**config.mk**
```make
export PLATFORM = sky130hd
export DESIGN_NAME = regwrite_arbiter
export DESIGN_NICKNAME = d
export VERILOG_FILES = /design/src/rtl/regwrite_arbiter.sv
export SDC_FILE = /design/constraint.sdc
export NUM_CORES = 1
export LEC_CHECK = 0
export CAP_MARGIN = 25
export CORE_ASPECT_RATIO = 0.7
export CORE_MARGIN = 1.5
export CORE_UTILIZATION = 44
export DETAILED_ROUTE_END_ITERATION = 8
export PLACE_DENSITY = 0.85
export SLEW_MARGIN = 20
export SYNTH_ARGS = -nofsm -noshare
export SYNTH_HDL_FRONTEND = slang
export SYNTH_SLANG_ARGS = --single-unit
```
**constraint.sdc**
```tcl
create_clock -name clk -period 2.5 [get_ports clk]
set_input_delay 0.5 -clock clk [delete_from_list [all_inputs] [get_ports clk]]
set_output_delay 0.5 -clock clk [all_outputs]
set_load 0.05 [all_outputs]
```
**src/rtl/regwrite_arbiter.sv**
```systemverilog
// ---------------------------------------------------------------------------
// regwrite_arbiter
//
// Shares the single register-file write port between two writeback
// requesters: port A (main pipeline) and port B (multi-cycle unit).
// After reset or a clear pulse, registers 1..2^ADDR_W-1 are zeroed, one per
// cycle, before any writeback is accepted. The write port outputs are
// registered on posedge clk. The register file writes on the negedge, so it
// captures them half a cycle later.
//
// Ports:
//   clk, rst_n                 clock, asynchronous active-low reset
//   clear                      single-cycle pulse, re-runs the zeroing pass
//   a_valid/a_ready/a_addr/a_data   port A request handshake
//   b_valid/b_ready/b_addr/b_data   port B request handshake
//   regwrite, addr_write_reg, write_data   registered write port
//   init_done                  high while arbitrating (RUN)
// ---------------------------------------------------------------------------
module regwrite_arbiter #(
    parameter int DATA_W = 32,
    parameter int ADDR_W = 5
) (
    input  logic              clk,
    input  logic              rst_n,
    input  logic              clear,
    input  logic              a_valid,
    output logic              a_ready,
    input  logic [ADDR_W-1:0] a_addr,
    input  logic [DATA_W-1:0] a_data,
    input  logic              b_valid,
    output logic              b_ready,
    input  logic [ADDR_W-1:0] b_addr,
    input  logic [DATA_W-1:0] b_data,
    output logic              regwrite,
    output logic [ADDR_W-1:0] addr_write_reg,
    output logic [DATA_W-1:0] write_data,
    output logic              init_done
);

    typedef enum logic {
        ST_INIT = 1'b0,
        ST_RUN  = 1'b1
    } state_t;

    localparam logic [ADDR_W-1:0] CNT_FIRST = ADDR_W'(1);
    localparam logic [ADDR_W-1:0] CNT_LAST  = {ADDR_W{1'b1}};

    state_t            state_q, state_d;
    logic [ADDR_W-1:0] cnt_q, cnt_d;
    // 1 = last grant went to port B. Reset value B makes A win the first tie.
    logic              last_b_q, last_b_d;
    logic              regwrite_q, regwrite_d;
    logic [ADDR_W-1:0] addr_q, addr_d;
    logic [DATA_W-1:0] data_q, data_d;
    logic              init_done_q, init_done_d;

    logic              grant_a;
    logic              grant_b;

    // Readies depend only on state, clear and the two valids.
    // On a tie, the port that did not win last time is granted.
    always_comb begin
        grant_a = 1'b0;
        grant_b = 1'b0;
        if (state_q == ST_RUN && !clear) begin
            if (a_valid && b_valid) begin
                grant_a = last_b_q;
                grant_b = !last_b_q;
            end else begin
                grant_a = a_valid;
                grant_b = b_valid;
            end
        end
    end

    assign a_ready = grant_a;
    assign b_ready = grant_b;

    always_comb begin
        state_d     = state_q;
        cnt_d       = cnt_q;
        last_b_d    = last_b_q;
        regwrite_d  = 1'b0;
        addr_d      = addr_q;
        data_d      = data_q;
        init_done_d = init_done_q;
        case (state_q)
            ST_INIT: begin
                if (clear) begin
                    cnt_d = CNT_FIRST;
                end else begin
                    regwrite_d = 1'b1;
                    addr_d     = cnt_q;
                    data_d     = '0;
                    cnt_d      = cnt_q + 1'b1;
                    if (cnt_q == CNT_LAST) begin
                        state_d     = ST_RUN;
                        init_done_d = 1'b1;
                    end
                end
            end
            ST_RUN: begin
                if (clear) begin
                    // No write this cycle; zeroing starts on the next edge.
                    state_d     = ST_INIT;
                    cnt_d       = CNT_FIRST;
                    init_done_d = 1'b0;
                end else if (grant_a) begin
                    // Address 0 still completes the handshake, but r0 is
                    // never written.
                    regwrite_d = |a_addr;
                    addr_d     = a_addr;
                    data_d     = a_data;
                    last_b_d   = 1'b0;
                end else if (grant_b) begin
                    regwrite_d = |b_addr;
                    addr_d     = b_addr;
                    data_d     = b_data;
                    last_b_d   = 1'b1;
                end
            end
            default: begin
                state_d = ST_INIT;
                cnt_d   = CNT_FIRST;
            end
        endcase
    end

    always_ff @(posedge clk or negedge rst_n) begin
        if (!rst_n) begin
            state_q     <= ST_INIT;
            cnt_q       <= CNT_FIRST;
            last_b_q    <= 1'b1;
            regwrite_q  <= 1'b0;
            addr_q      <= '0;
            data_q      <= '0;
            init_done_q <= 1'b0;
        end else begin
            state_q     <= state_d;
            cnt_q       <= cnt_d;
            last_b_q    <= last_b_d;
            regwrite_q  <= regwrite_d;
            addr_q      <= addr_d;
            data_q      <= data_d;
            init_done_q <= init_done_d;
        end
    end

    assign regwrite       = regwrite_q;
    assign addr_write_reg = addr_q;
    assign write_data     = data_q;
    assign init_done      = init_done_q;

endmodule

```
==> results of run 1 <==
==> stage by stage <==
step                cells  setup WS, ns  total power [mW]
global placement      436         0.318              1.40
detailed placement    436         0.299              1.41
finish                444         0.326              1.94
CTS                   444         0.311              1.96
floorplan             254         0.157              1.13
global route          444         0.254              2.04
==> logic make-up (layout without fill, tap and decap cells) <==
kind of cell / count (synthesis) / count (layout) / share of synthesized area
buf+inv: 23 / 141 / 0.0645
fa+ha+maj: 2 / 2 / 0.00992
flops: 46 / 46 / 0.458
simple gates: 91 / 91 / 0.173
mux: 7 / 7 / 0.0278
xor+xnor: 3 / 3 / 0.0104
compound gates: 82 / 82 / 0.257
==> metal layers <==
layer	GRT usage	routed length [um]	vias to the layer above
met2	0.375	3180	78
li1	-	-	1120
met1	0.325	3250	1126
met3	0.0540	544	2
met4	0.0341	12	0
met5	0	0	-
==> Yosys cell counts <==
| cell | number | share of area |
|---|---|---|
| nand3b_1 | 1 | 0.0030 |
| dfrtp_1 | 44 | 0.44 |
| nor2_1 | 40 | 0.060 |
| nand2_1 | 4 | 0.0060 |
| o21ai_1 | 6 | 0.012 |
| buf_6 | 1 | 0.0045 |
| and3_1 | 1 | 0.0025 |
| a21o_1 | 1 | 0.0030 |
| nand3_1 | 33 | 0.066 |
| nor2b_1 | 1 | 0.0025 |
| inv_1 | 2 | 0.0030 |
| buf_2 | 4 | 0.0079 |
| nor3_1 | 1 | 0.0020 |
| ha_1 | 2 | 0.0099 |
| buf_4 | 6 | 0.018 |
| nand2b_1 | 1 | 0.0025 |
| a211oi_1 | 1 | 0.0030 |
| o21ai_0 | 1 | 0.0020 |
| o2bb2ai_1 | 1 | 0.0035 |
| or4_1 | 1 | 0.0030 |
| a21oi_1 | 12 | 0.024 |
| clkbuf_1 | 5 | 0.0074 |
| nor4_1 | 1 | 0.0025 |
| dfstp_2 | 2 | 0.021 |
| a21oi_2 | 59 | 0.20 |
| nand4b_1 | 1 | 0.0035 |
| mux2i_1 | 7 | 0.028 |
| inv_8 | 1 | 0.0045 |
| buf_8 | 3 | 0.018 |
| nand2b_4 | 1 | 0.0055 |
| nor3b_1 | 5 | 0.015 |
| xor2_1 | 2 | 0.0069 |
| xnor2_1 | 1 | 0.0035 |
| buf_1 | 1 | 0.0015 |
| a211oi_2 | 1 | 0.0050 |
==> final timing paths <==
kind | end | cells past startpoint | start | slack [ns]
min in group clk | last_b_q | 2 | last_b_q | 0.49
worst min register to register | last_b_q | 2 | last_b_q | 0.49
worst max-delay path | b_ready | 5 | clear | 0.33
worst max register to register | write_data[23] | 5 | state_q | 0.77
max in group asynchronous | last_b_q | 2 | rst_n | 2.05
worst min-delay path | write_data[6] | 2 | rst_n | 0.17
==> cell type report <==
cell class / count / area share
Tap cell: 72 / 0.0231
Timing Repair Buffer: 130 / 0.338
Clock inverter: 2 / 0.00964
Inverter: 3 / 0.00482
Sequential cell: 46 / 0.296
Multi-Input combinational cell: 185 / 0.310
Clock buffer: 6 / 0.0186
==> power by group through the flow <==
| stage | sequential (mW) | clock, mW | combinational, mW |
|---|---|---|---|
| floorplan | 1.00 | 0 | 0.129 |
| global placement | 0.843 | 0 | 0.560 |
| detailed placement | 0.846 | 0 | 0.565 |
| CTS | 0.831 | 0.561 | 0.566 |
| global route | 0.837 | 0.604 | 0.595 |
| finish | 0.831 | 0.550 | 0.563 |
==> flow_metrics.py, run 1 <==
metrics = {
    "pwr": {
        "pwr-share-clk": 0.283,
        "switching_share": 0.306,
        "leakagePower_nw": 1.53,
        "internal_power_mw": 1.35,
        "p_sw_uw": 595,
        "ir_worst_vdd_mv": 0.333,
        "p_per_area_mw_per_mm2": 499,
        "comb_power_share": 0.290,
        "sequentialPowerShare": 0.427,
    },
    "floorplan": {
        "initial_core_util": 0.470,
        "die_area_mm2": 0.00620,
        "die_h_um": 66.3,
        "num_rows": 22,
        "ios": 120,
        "core_area_mm2": 0.00537,
        "die_w_um": 93.5,
    },
    "timing": {
        "period_needed_ns": 2.17,
        "worst_slew_margin_rel": 0.646,
        "holdWs_ns": 0.170,
        "finalSetupTns_ns": 0,
        "worst_slew_pin_slew_ns": 0.530,
        "hold_viol": 0,
        "finClkSkew_ns": 0.00716,
        "finalMaxSlewViolations": 0,
        "setup_viol_count_final": 0,
        "rsz0062_at_grt": "no",
        "fin_crit_sh": 0.870,
        "fmax_ghz": 0.460,
    },
    "layout": {
        "layout_commonest_cell": "clkdlybuf4s50_1",
        "drive_gt1_frac": 0.231,
        "fin_nets": 452,
        "largest_reg_flops": 32,
        "diodes": 0,
        "utilization": 0.725,
        "area_delta_synth_final_pct": 54.4,
        "final-seq-area_mm2": 0.00115,
        "n_fill_cell": 413,
        "layout_common_cells": "clkdlybuf4s50_1 (116), a21oi_2 (59), dfrtp_1 (44)",
        "multi_input_area_mm2": 0.00121,
        "final_area_mm2": 0.00389,
    },
    "synthesis": {
        "syn_area_per_cell_um2": 9.93,
        "synth_cells": 254,
        "synth.distinct_cells": 35,
        "netlist_area_mm2": 0.00252,
        "ys_seq_elements": 46,
        "yosysSeqAreaShare": 0.458,
        "ys_warn_count": 0,
        "syn-num-nets": 335,
    },
    "global_route": {
        "grt_max_degree": 47,
        "grt_overflow": 0,
        "grt_pass1_wl_um": 11200,
        "grt_usage": 0.233,
        "antenna_found_initial": 0,
        "first_global_vias": 2295,
    },
    "setup_path": {
        "start_kind": "input pin",
        "crit_path_max_incr_delay_ns": 0.46,
        "critical-path-slowest-cell": "clkdlybuf4s50_1",
        "cp.arrival_ns": 1.67,
        "crit_type": "input pin to output port",
        "crit_chain": "clkdlybuf4s50_1 -> inv_1 -> nand2_1 -> a211oi_1 -> buf_12",
        "endpoint_kind": "output port",
        "critPathBufInv": 3,
        "crit_family": "buffers and inverters",
        "critical_path.max_fanout": 4,
        "critPathRequiredTime_ns": 2.00,
    },
    "clock_network": {
        "hold_buffers": 0,
        "cts_tree": "yes",
        "cts_buffers": 5,
        "clock_latency_ns": 0.29,
        "clkTransAtPathRegs_ns": 0.09,
        "cts.sinks": 46,
        "postCtsSetupRepairBufs": 0,
        "cts_buffer_depth": 2,
        "htreeDepth": 2,
        "cts.repair.resized": 0,
        "cts_root_buffer": "clkbuf_8",
    },
    "routing": {
        "drt_wl_total_um": 6990,
        "drcViolationCount": 0,
        "vias": 2326,
        "drtIter0Drc": 103,
        "drt_first_pass_iters": 4,
        "wire_per_inst_um": 15.8,
        "routed_via_density": 5.24,
        "ant_nets": 0,
    },
    "place": {
        "hpwlAfterDp_um": 5090,
        "place_area_mm2": 0.00378,
        "port_buffers": 119,
        "gp_congestion": 0.808,
    },
    "run_status": {
        "outcome": "finished clean",
    },
    "flow_run": {
        "cap_viol_max_count": 0,
    },
    "min_path": {
        "hold_class": "input pin to async pin",
    },
}
(Power assumes the default switching activity.)
==> run 2, diff against run 1 <==
--- a/config.mk
+++ b/config.mk
@@ -8,9 +8,10 @@
 export CAP_MARGIN = 25
 export CORE_ASPECT_RATIO = 0.7
 export CORE_MARGIN = 1.5
-export CORE_UTILIZATION = 44
+export CORE_UTILIZATION = 41
 export DETAILED_ROUTE_END_ITERATION = 8
 export PLACE_DENSITY = 0.85
+export SKIP_LAST_GASP = 1
 export SLEW_MARGIN = 20
 export SYNTH_ARGS = -nofsm -noshare
 export SYNTH_HDL_FRONTEND = slang
==> constraint.sdc (replaced) <==
create_clock -name clk -period 2.1 [get_ports clk]
set_input_delay 0.42 -clock clk [delete_from_list [all_inputs] [get_ports clk]]
set_output_delay 0.42 -clock clk [all_outputs]
set_load 0.05 [all_outputs]
==> run 2 against run 1 <==
Effect of this change:
- first-iteration DRC count fell by 4.9%
- cell count is 0.90% higher
- highest routed layer unchanged
- clock power increased by 19%
- non-clock buffer count up 1
- routed wire length is 5.2% higher
- critical endpoint is now a_ready
==> flow_metrics.py, run 2 (synthesis gave the netlist of run 1 again) <==
metrics = {
    "floorplan": {
        "die_area_mm2": 0.00664,
        "die_h_um": 68.6,
        "initial_core_util": 0.432,
        "ios": 120,
        "core_area_mm2": 0.00584,
        "die_w_um": 96.7,
        "num_rows": 23,
    },
    "layout": {
        "layout_common_cells": "clkdlybuf4s50_1 (116), a21oi_2 (59), dfrtp_1 (44)",
        "drive_gt1_frac": 0.239,
        "final-seq-area_mm2": 0.00115,
        "n_fill_cell": 478,
        "area_delta_synth_final_pct": 55.5,
        "diodes": 0,
        "largest_reg_flops": 32,
        "multi_input_area_mm2": 0.00121,
        "final_area_mm2": 0.00392,
        "fin_nets": 453,
        "layout_commonest_cell": "clkdlybuf4s50_1",
    },
    "setup_path": {
        "critical-path-slowest-cell": "clkdlybuf4s50_1",
        "critPathBufInv": 3,
        "cp.arrival_ns": 1.57,
        "critPathRequiredTime_ns": 1.68,
        "crit_chain": "clkdlybuf4s50_1 -> nand3b_1 -> nand2b_4 -> inv_8 -> buf_12",
        "crit_family": "buffers and inverters",
        "crit_path_max_incr_delay_ns": 0.48,
        "critical_path.max_fanout": 8,
        "crit_type": "input pin to output port",
        "endpoint_kind": "output port",
        "start_kind": "input pin",
    },
    "global_route": {
        "grt_overflow": 0,
        "first_global_vias": 2296,
        "grt_usage": 0.222,
        "grt_pass1_wl_um": 11600,
        "grt_max_degree": 44,
        "antenna_found_initial": 0,
    },
    "routing": {
        "drtIter0Drc": 98,
        "wire_per_inst_um": 16.4,
        "drcViolationCount": 0,
        "drt_first_pass_iters": 4,
        "routed_via_density": 5.24,
        "drt_wl_total_um": 7350,
        "ant_nets": 0,
        "vias": 2348,
    },
    "timing": {
        "finalMaxSlewViolations": 0,
        "fmax_ghz": 0.502,
        "worst_slew_margin_rel": 0.622,
        "rsz0062_at_grt": "no",
        "worst_slew_pin_slew_ns": 0.567,
        "finClkSkew_ns": 0.00671,
        "holdWs_ns": 0.105,
        "hold_viol": 0,
        "setup_viol_count_final": 0,
        "finalSetupTns_ns": 0,
        "period_needed_ns": 1.99,
        "fin_crit_sh": 0.948,
    },
    "clock_network": {
        "cts_root_buffer": "clkbuf_8",
        "cts.repair.resized": 0,
        "cts.sinks": 46,
        "cts_tree": "yes",
        "cts_buffer_depth": 2,
        "clkTransAtPathRegs_ns": 0.09,
        "cts_buffers": 5,
        "clock_latency_ns": 0.30,
        "htreeDepth": 2,
        "postCtsSetupRepairBufs": 0,
        "hold_buffers": 0,
    },
    "pwr": {
        "p_per_area_mw_per_mm2": 590,
        "ir_worst_vdd_mv": 0.371,
        "leakagePower_nw": 1.54,
        "power_mw": 2.31,
    },
    "place": {
        "gp_congestion": 0.804,
        "port_buffers": 119,
        "place_area_mm2": 0.00381,
        "hpwlAfterDp_um": 5450,
    },
    "run_status": {
        "outcome": "finished clean",
    },
    "flow_run": {
        "cap_viol_max_count": 0,
    },
    "min_path": {
        "hold_class": "input pin to async pin",
    },
}
-- run 2: changes by cell type in the layout (fill, tap and decap cells not counted) --
cell | before | now
clkinvlp_4 | 1 | 0
buf_12 | 4 | 5
a211oi_1 | 1 | 0
clkbuf_1 | 1 | 0
a211oi_2 | 1 | 2
clkinv_2 | 0 | 2
-- run 2: path summary, 6_finish.rpt --
kind                               start             end  slack, ns  cells past startpoint
min in group clk                last_b_q        last_b_q       0.51                      2
max in group asynchronous          rst_n  write_data[18]       1.46                      2
worst max register to register   state_q  write_data[25]       0.52                      5
worst min register to register  last_b_q        last_b_q       0.51                      2
worst min-delay path               rst_n  write_data[22]       0.10                      1
worst max-delay path               clear         a_ready       0.11                      5
-- run 2: stage by stage --
step	utilization	setup WS [ns]	instances
floorplan	-	0.316	254
global placement	0.652	0.152	440
detailed placement	0.652	0.123	440
CTS	0.671	0.118	448
global route	0.671	0.0269	448
finish	0.671	0.109	448
-- run 2: per-layer routing --
layer	vias to the layer above	part of all wire	track usage
met5	-	0	0
met4	0	0.0018	0.0435
met3	2	0.052	0.0625
met2	70	0.49	0.387
met1	1157	0.46	0.283
li1	1119	-	-
-- run 2: layout make-up --
| type | count | share of cell area |
|---|---|---|
| repair buffers | 131 | 0.340 |
| multi-input cells | 185 | 0.309 |
| flip-flops and latches | 46 | 0.294 |
| well taps | 75 | 0.0239 |
| clock buffers | 5 | 0.0176 |
| clock inverters | 3 | 0.0102 |
| inverters | 3 | 0.00479 |
-- run 2: power by group --
group	internal, mW	switching, mW	total, mW
clock	0.351	0.303	0.654
sequential	0.950	0.0397	0.990
combinational	0.298	0.373	0.671
-- run 2: worst reg2reg max path, delay by kind of cell, from the launching register on --
kind                   cells  cell delay, ns
AOI/OAI and AO/OA          3            0.41
DFF                        1            0.54
buffers and inverters      2            0.57
